===== config.mk =====
export PLATFORM = sky130hd
export DESIGN_NAME = hyperbus_burst_ctrl
export DESIGN_NICKNAME = d
export VERILOG_FILES = /design/src/rtl/hyperbus_burst_ctrl.sv
export SDC_FILE = /design/constraint.sdc
export NUM_CORES = 1
export LEC_CHECK = 0
export BUFFER_PORTS_ARGS = -buffer_cell sky130_fd_sc_hd__buf_2
export CORE_AREA = 2 2 150 152
export CTS_CLUSTER_DIAMETER = 150
export DETAILED_ROUTE_END_ITERATION = 7
export DIE_AREA = 0 0 152 154
export SLEW_MARGIN = 20
export SYNTH_ARGS = -nofsm -noshare
export SYNTH_HDL_FRONTEND = slang
export SYNTH_SLANG_ARGS = --single-unit

===== constraint.sdc =====
create_clock -name clk -period 8 [get_ports clk]
set_clock_uncertainty 0.1 [all_clocks]
set_input_delay 0.8 -clock clk [delete_from_list [all_inputs] [get_ports clk]]
set_output_delay 0.8 -clock clk [all_outputs]
set_load 0.03 [all_outputs]

===== src/rtl/hyperbus_burst_ctrl.sv =====
// HyperBus leader controller: burst commands in, CA/latency/data sequencing out
// to a 2-beat-per-clock DDR PHY, with tCSM segment splitting and read timeout.
module hyperbus_burst_ctrl #(
    parameter int WIDTH         = 8,
    parameter int ADDR_LENGTH   = 32,
    parameter int LEN_WIDTH     = 10,
    parameter int TACC_COUNT    = 6,
    parameter int FIXED_LATENCY = 0,
    parameter int MAX_BEATS     = 64,
    parameter int RECOVER_COUNT = 3,
    parameter int RESET_COUNT   = 5,
    parameter int TIMEOUT_COUNT = 32
) (
    input  logic                   clk,
    input  logic                   rst,
    input  logic                   cmd_valid,
    output logic                   cmd_ready,
    input  logic                   cmd_rw,
    input  logic                   cmd_reg,
    input  logic [ADDR_LENGTH-1:0] cmd_adr,
    input  logic [LEN_WIDTH-1:0]   cmd_len,
    input  logic [2*WIDTH-1:0]     wr_data,
    input  logic [WIDTH/4-1:0]     wr_mask,
    input  logic                   wr_valid,
    output logic                   wr_ready,
    output logic [2*WIDTH-1:0]     rd_data,
    output logic                   rd_valid,
    output logic                   done,
    output logic                   err,
    output logic                   phy_ck_en,
    output logic                   phy_csn,
    output logic                   phy_rstn,
    output logic [2*WIDTH-1:0]     phy_dq_o,
    output logic                   phy_dq_oe,
    output logic [WIDTH/4-1:0]     phy_rwds_o,
    output logic                   phy_rwds_oe,
    input  logic [2*WIDTH-1:0]     phy_dq_i,
    input  logic [WIDTH/4-1:0]     phy_rwds_i
);
    localparam int MW    = WIDTH / 4;
    localparam int DW    = 2 * WIDTH;
    localparam int CW    = LEN_WIDTH + 1;
    localparam int CNT_W = 16;
    localparam logic [CW-1:0] MAX_B = CW'(MAX_BEATS);

    typedef enum logic [2:0] {
        ST_RESET, ST_IDLE, ST_CA, ST_LATENCY, ST_WRITE, ST_READ, ST_RECOVER
    } state_t;

    state_t                   state_reg;
    logic                     rw_reg;
    logic                     reg_space_reg;
    logic                     dbl_reg;
    logic                     err_flag_reg;
    logic [ADDR_LENGTH-1:0]   cur_adr_reg;
    logic [CW-1:0]            remaining_reg;
    logic [CW-1:0]            beat_reg;
    logic [CNT_W-1:0]         cnt_reg;
    logic [DW-1:0]            rd_data_reg;
    logic                     rd_valid_reg;
    logic                     done_reg;
    logic                     err_reg;

    logic [CW-1:0]            seg;
    logic                     seg_last;
    logic                     strobe;
    logic [CNT_W-1:0]         lat_len;
    logic                     lat_last;
    logic [47:0]              ca_word;
    logic [15:0]              ca_part;
    logic [MW-1:0]            strobe_pat;

    // A valid read beat shows RWDS high on the first DDR edge, low on the second.
    for (genvar gi = 0; gi < MW; gi++) begin : g_strobe_pat
        assign strobe_pat[gi] = ((gi % 2) == 1);
    end

    assign strobe   = (phy_rwds_i == strobe_pat);
    assign seg      = (remaining_reg > MAX_B) ? MAX_B : remaining_reg;
    assign seg_last = ((beat_reg + CW'(1)) == seg);
    assign lat_len  = dbl_reg ? CNT_W'(2 * TACC_COUNT - 2) : CNT_W'(TACC_COUNT - 2);
    assign lat_last = (cnt_reg == (lat_len - CNT_W'(1)));

    always_comb begin
        ca_word        = '0;
        ca_word[47]    = rw_reg;
        ca_word[46]    = reg_space_reg;
        ca_word[45]    = 1'b1;
        ca_word[44:16] = 29'(cur_adr_reg >> 3);
        ca_word[2:0]   = cur_adr_reg[2:0];
    end

    always_comb begin
        case (cnt_reg[1:0])
            2'd0:    ca_part = ca_word[47:32];
            2'd1:    ca_part = ca_word[31:16];
            default: ca_part = ca_word[15:0];
        endcase
    end

    always_ff @(posedge clk) begin
        rd_valid_reg <= 1'b0;
        done_reg     <= 1'b0;
        err_reg      <= 1'b0;
        if (rst) begin
            state_reg     <= ST_RESET;
            cnt_reg       <= '0;
            beat_reg      <= '0;
            remaining_reg <= '0;
            err_flag_reg  <= 1'b0;
        end else begin
            case (state_reg)
                ST_RESET: begin
                    if (cnt_reg == CNT_W'(RESET_COUNT)) begin
                        cnt_reg   <= '0;
                        state_reg <= ST_IDLE;
                    end else begin
                        cnt_reg <= cnt_reg + CNT_W'(1);
                    end
                end
                ST_IDLE: begin
                    if (cmd_valid) begin
                        rw_reg        <= cmd_rw;
                        reg_space_reg <= cmd_reg;
                        cur_adr_reg   <= cmd_adr;
                        remaining_reg <= CW'(cmd_len) + CW'(1);
                        beat_reg      <= '0;
                        cnt_reg       <= '0;
                        err_flag_reg  <= 1'b0;
                        state_reg     <= ST_CA;
                    end
                end
                ST_CA: begin
                    if (cnt_reg == '0) begin
                        dbl_reg <= (FIXED_LATENCY != 0) || (|phy_rwds_i);
                    end
                    if (cnt_reg == CNT_W'(2)) begin
                        cnt_reg <= '0;
                        if (!rw_reg && reg_space_reg) begin
                            state_reg <= ST_WRITE;
                        end else begin
                            state_reg <= ST_LATENCY;
                        end
                    end else begin
                        cnt_reg <= cnt_reg + CNT_W'(1);
                    end
                end
                ST_LATENCY: begin
                    if (lat_last) begin
                        cnt_reg <= '0;
                        if (rw_reg) begin
                            state_reg <= ST_READ;
                        end else begin
                            state_reg <= ST_WRITE;
                        end
                    end else begin
                        cnt_reg <= cnt_reg + CNT_W'(1);
                    end
                end
                ST_WRITE: begin
                    // A stalled beat leaves CS# low and simply waits for data.
                    if (wr_valid) begin
                        if (seg_last) begin
                            remaining_reg <= remaining_reg - seg;
                            cur_adr_reg   <= cur_adr_reg + ADDR_LENGTH'(seg);
                            beat_reg      <= '0;
                            cnt_reg       <= '0;
                            state_reg     <= ST_RECOVER;
                        end else begin
                            beat_reg <= beat_reg + CW'(1);
                        end
                    end
                end
                ST_READ: begin
                    if (strobe) begin
                        rd_data_reg  <= phy_dq_i;
                        rd_valid_reg <= 1'b1;
                        cnt_reg      <= '0;
                        if (seg_last) begin
                            remaining_reg <= remaining_reg - seg;
                            cur_adr_reg   <= cur_adr_reg + ADDR_LENGTH'(seg);
                            beat_reg      <= '0;
                            state_reg     <= ST_RECOVER;
                        end else begin
                            beat_reg <= beat_reg + CW'(1);
                        end
                    end else if (cnt_reg == CNT_W'(TIMEOUT_COUNT - 1)) begin
                        err_flag_reg  <= 1'b1;
                        remaining_reg <= '0;
                        beat_reg      <= '0;
                        cnt_reg       <= '0;
                        state_reg     <= ST_RECOVER;
                    end else begin
                        cnt_reg <= cnt_reg + CNT_W'(1);
                    end
                end
                ST_RECOVER: begin
                    if (cnt_reg == CNT_W'(RECOVER_COUNT - 1)) begin
                        cnt_reg <= '0;
                        if (remaining_reg != '0) begin
                            state_reg <= ST_CA;
                        end else begin
                            done_reg  <= 1'b1;
                            err_reg   <= err_flag_reg;
                            state_reg <= ST_IDLE;
                        end
                    end else begin
                        cnt_reg <= cnt_reg + CNT_W'(1);
                    end
                end
                default: state_reg <= ST_RESET;
            endcase
        end
    end

    // Bus controls are decoded from the state register; the write path is
    // combinational so a missing word stops the HyperBus clock the same cycle.
    always_comb begin
        cmd_ready   = 1'b0;
        wr_ready    = 1'b0;
        phy_ck_en   = 1'b0;
        phy_csn     = 1'b1;
        phy_rstn    = 1'b1;
        phy_dq_o    = '0;
        phy_dq_oe   = 1'b0;
        phy_rwds_o  = '0;
        phy_rwds_oe = 1'b0;
        case (state_reg)
            ST_RESET: phy_rstn = 1'b0;
            ST_IDLE:  cmd_ready = 1'b1;
            ST_CA: begin
                phy_csn   = 1'b0;
                phy_ck_en = 1'b1;
                phy_dq_oe = 1'b1;
                phy_dq_o  = DW'(ca_part);
            end
            ST_LATENCY: begin
                phy_csn     = 1'b0;
                phy_ck_en   = 1'b1;
                phy_rwds_oe = !rw_reg && lat_last;
            end
            ST_WRITE: begin
                phy_csn     = 1'b0;
                phy_dq_oe   = 1'b1;
                phy_rwds_oe = 1'b1;
                wr_ready    = wr_valid;
                phy_ck_en   = wr_valid;
                phy_dq_o    = wr_data;
                phy_rwds_o  = wr_mask;
            end
            ST_READ: begin
                phy_csn   = 1'b0;
                phy_ck_en = 1'b1;
            end
            default: ;
        endcase
    end

    assign rd_data  = rd_data_reg;
    assign rd_valid = rd_valid_reg;
    assign done     = done_reg;
    assign err      = err_reg;

endmodule

==> summary.md <==
| Metric | Value |
|---|---|
| Crit-path max FO | 9 |
| GRT Util Overall | 15.3% |
| Max_cap viols | 0 |
| Final Non-Filler Cells | 1148 |
| Die width | 152 µm |
| Async S/R FF share, synth | 0% |
| CORE AREA | 21700 µm² |
| Worst path slowest cell | a2111oi_2 |
| GP Congestion | 0.873 |
| Clock Pin Slew Worst Setup and Hold Paths | 70 ps |
| CP Launch Point | remaining_reg[1]$_SDFFE_PP0P_ |
| VDD IR max | 0.106 mV |
| Max Fclk | 219 MHz |
| Initial antenna violation count | 0 |
| CP delay by family, top | compound AO/OA/AOI/OAI gates |
| First-pass GRT wire length | 29.3 mm |
| Cells after synthesis | 760 |
| Initial Util | 29.7% |
| Busiest layer in global routing | met2 |
| Row count | 54 |
| Pre-CTS WS | 3490 ps |
| Fin crit share | 57.2% |
| DRT iter0 DRCs | 377 |
| Max reg flops | 32 |
| CP Data Arrival Time | 4550 ps |
| Setup_tns | 0 ps |
| Number of enable flip-flop cells after synthesis | 51 |
| Post-Syn Area | 6450 µm² |
| CTS Buf Count | 9 |
| Synth unique cells | 81 |
| Top FF cell, synth | edfxtp_1 |
| Remaining global-route overflow | 0 |
| Wire length per cell | 15.9 µm |
| Critical Path Stages | 13 |
| Sequential fraction of the synthesis area | 37.7% |
| Hpwl dp | 13.4 mm |
| Worst setup margin | 3420 ps |
| P_leak | 2.93 nW |
| GR met3 Demand/Resource | 2.79% |
| Slew @ Worst Pin | 902 ps |
| DR vias/cell | 5.25 |
| Status | finished, final reports clean |
| Slew Viols, Final | 0 |
| Met2 global-route usage | 24.1% |
| Fillers | 2244 |
| Die area | 23400 µm² |
| Cell mode on critical path | o21ai_0 |
| Final ANT Viol Nets | 0 |
| Share of the synthesized area in the top cell type | 23.7% |
| FF-to-FF path depth | 13 |
| Bufs and invs on worst path | 0 |
| Die span in y | 154 µm |
| Synth warnings | 0 |
| RSZ-0062 raised after global routing | false |
| Cts repair resizes | 0 |
| FF-to-FF End | cur_adr_reg[22]$_DFFE_PP_ |
| CP peak stage delay | 850 ps |
| Hold Crit Class | flop to flop |
| Syn Area/Cell | 8.49 µm² |
| Share of cells above drive strength 1 | 20.6% |
| Final setup fails | 0 |
| Largest net degree at the start of global routing | 70 |
| # DRC | 0 |
| CTS H-tree lvls | 3 |
| Synth Register Bits | 96 |
| Post-synth top area cell | edfxtp_1 |
| I/O pin count | 128 |
| DRT Wirelength | 18.2 mm |
| M1 GR Usage | 21.5% |
| Clock sink count | 96 |
| Cells after DPL | 1132 |
| CTS tree | built |
| Final hold vios | 0 |
| I/O Buffers | 127 |
| Slew Limit Headroom | 39.7% |
| Most frequent cell after synthesis | nand2_1 |
| Diodes inserted | 0 |
| CTS root buf | clkbuf_16 |
| Setup Buffers After CTS | 0 |
| Area Overhead vs Synth | 17.9% |
| Critical Path End | cur_adr_reg[22]$_DFFE_PP_ |
| Clock Tree Buf Depth | 2 |
| Vias in the first global route | 5598 |
| WHS | 361 ps |
| R2r setup slk | 3420 ps |
| Reg2reg start | remaining_reg[1]$_SDFFE_PP0P_ |
| Top cells by area, synth | edfxtp_1 24%, dfxtp_1 14%, nand2_1 5.8%, o21ai_0 5.7%, ha_1 3.5% |
| Crit path time final | 4580 ps |
| First-pass DRT Iterations | 5 |
| Cts hold-fix bufs | 0 |
| Worst-path cell chain | or4_4, or3_1, a21oi_1, and2_1, ha_1, nor2b_1, o21ai_0, a21oi_1, o221ai_1, a2111oi_2, o21ai_0, xor2_1, o21ai_0 |
| Overall power | 1.35 mW |
| Crit path kind | flop to flop |
| Critical Path Sink Type | flop |
| Clk_lat worst skew | 350 ps |
| CP Launch Type | flop |
| Final nets | 966 |
| Synth top cells by count | 99 x nand2_1, 74 x o21ai_0, 52 x nor2_1 |
| Worst endpoint required time | 7980 ps |
| Pwr dens | 178 nW/µm² |
| Vias post-DR | 6030 |
[kinds of logic (layout without fill, tap and decap cells)]
kind of cell    count (synthesis)  after routing  share of synthesized area, %
flops                          96             96                          37.7
compound gates                220            220                          22.6
xor+xnor                       44             44                          6.19
buf+inv                        73            178                          4.89
other cells                     2              5                         0.116
mux                             4              4                         0.698
simple gates                  302            302                          24.0
fa+ha+maj                      19             19                          3.80
[cell type report]
type                       count  area, µm²  area share, %
clock inverter                 7       76.3           1.00
clock buffer                   9        225           2.96
multi-input combinational    594       3730           49.1
timing repair buffer         132        673           8.85
inverter                      30        113           1.48
tap                          280        350           4.61
sequential                    96       2430           32.0
[worst min path at each step]
stage	from	endpoint	slack (ps)	depth (start not counted)
2_1_floorplan	err_flag_reg$_SDFFE_PP0P_	err$_SDFF_PP0_	330	1
3_3_place_gp	err_flag_reg$_SDFFE_PP0P_	err$_SDFF_PP0_	360	1
3_5_place_dp	err_flag_reg$_SDFFE_PP0P_	err$_SDFF_PP0_	350	1
4_1_cts	err_flag_reg$_SDFFE_PP0P_	err$_SDFF_PP0_	370	1
5_1_grt	err_flag_reg$_SDFFE_PP0P_	err$_SDFF_PP0_	400	1
6_report	err_flag_reg$_SDFFE_PP0P_	err$_SDFF_PP0_	360	1
[metrics by stage]
stage	instance area, µm²	utilization, %
3_3_place_gp	7300	33.7
5_1_grt	7600	35.1
4_1_cts	7600	35.1
6_report	7600	35.1
3_5_place_dp	7300	33.7
2_1_floorplan	6460	-
[power by group]
group	internal [mW]	leakage [nW]	switching (mW)
combinational	0.128	1.97	0.206
clock	0.246	0.145	0.200
sequential	0.538	0.821	0.0327
[routing by layer]
metal	share of wire [%]	up-vias
met1	47	2806
met3	6.8	17
met5	0	-
met4	1.7	0
met2	44	203
li1	-	3004
[layout by cell type, fill, tap and decap left out, drive strengths merged, types with 12 or more instances in the layout]
master,count
nand2,99
and2,12
a21oi,42
a22oi,14
xor2,20
edfxtp,51
nand4,13
ha,18
xnor2,23
dfxtp,45
nor2,54
o21ai,76
and3,13
or3,12
inv,34
buf,132
nor3,19
nand3,29
Power figures use the tool's default switching activity.
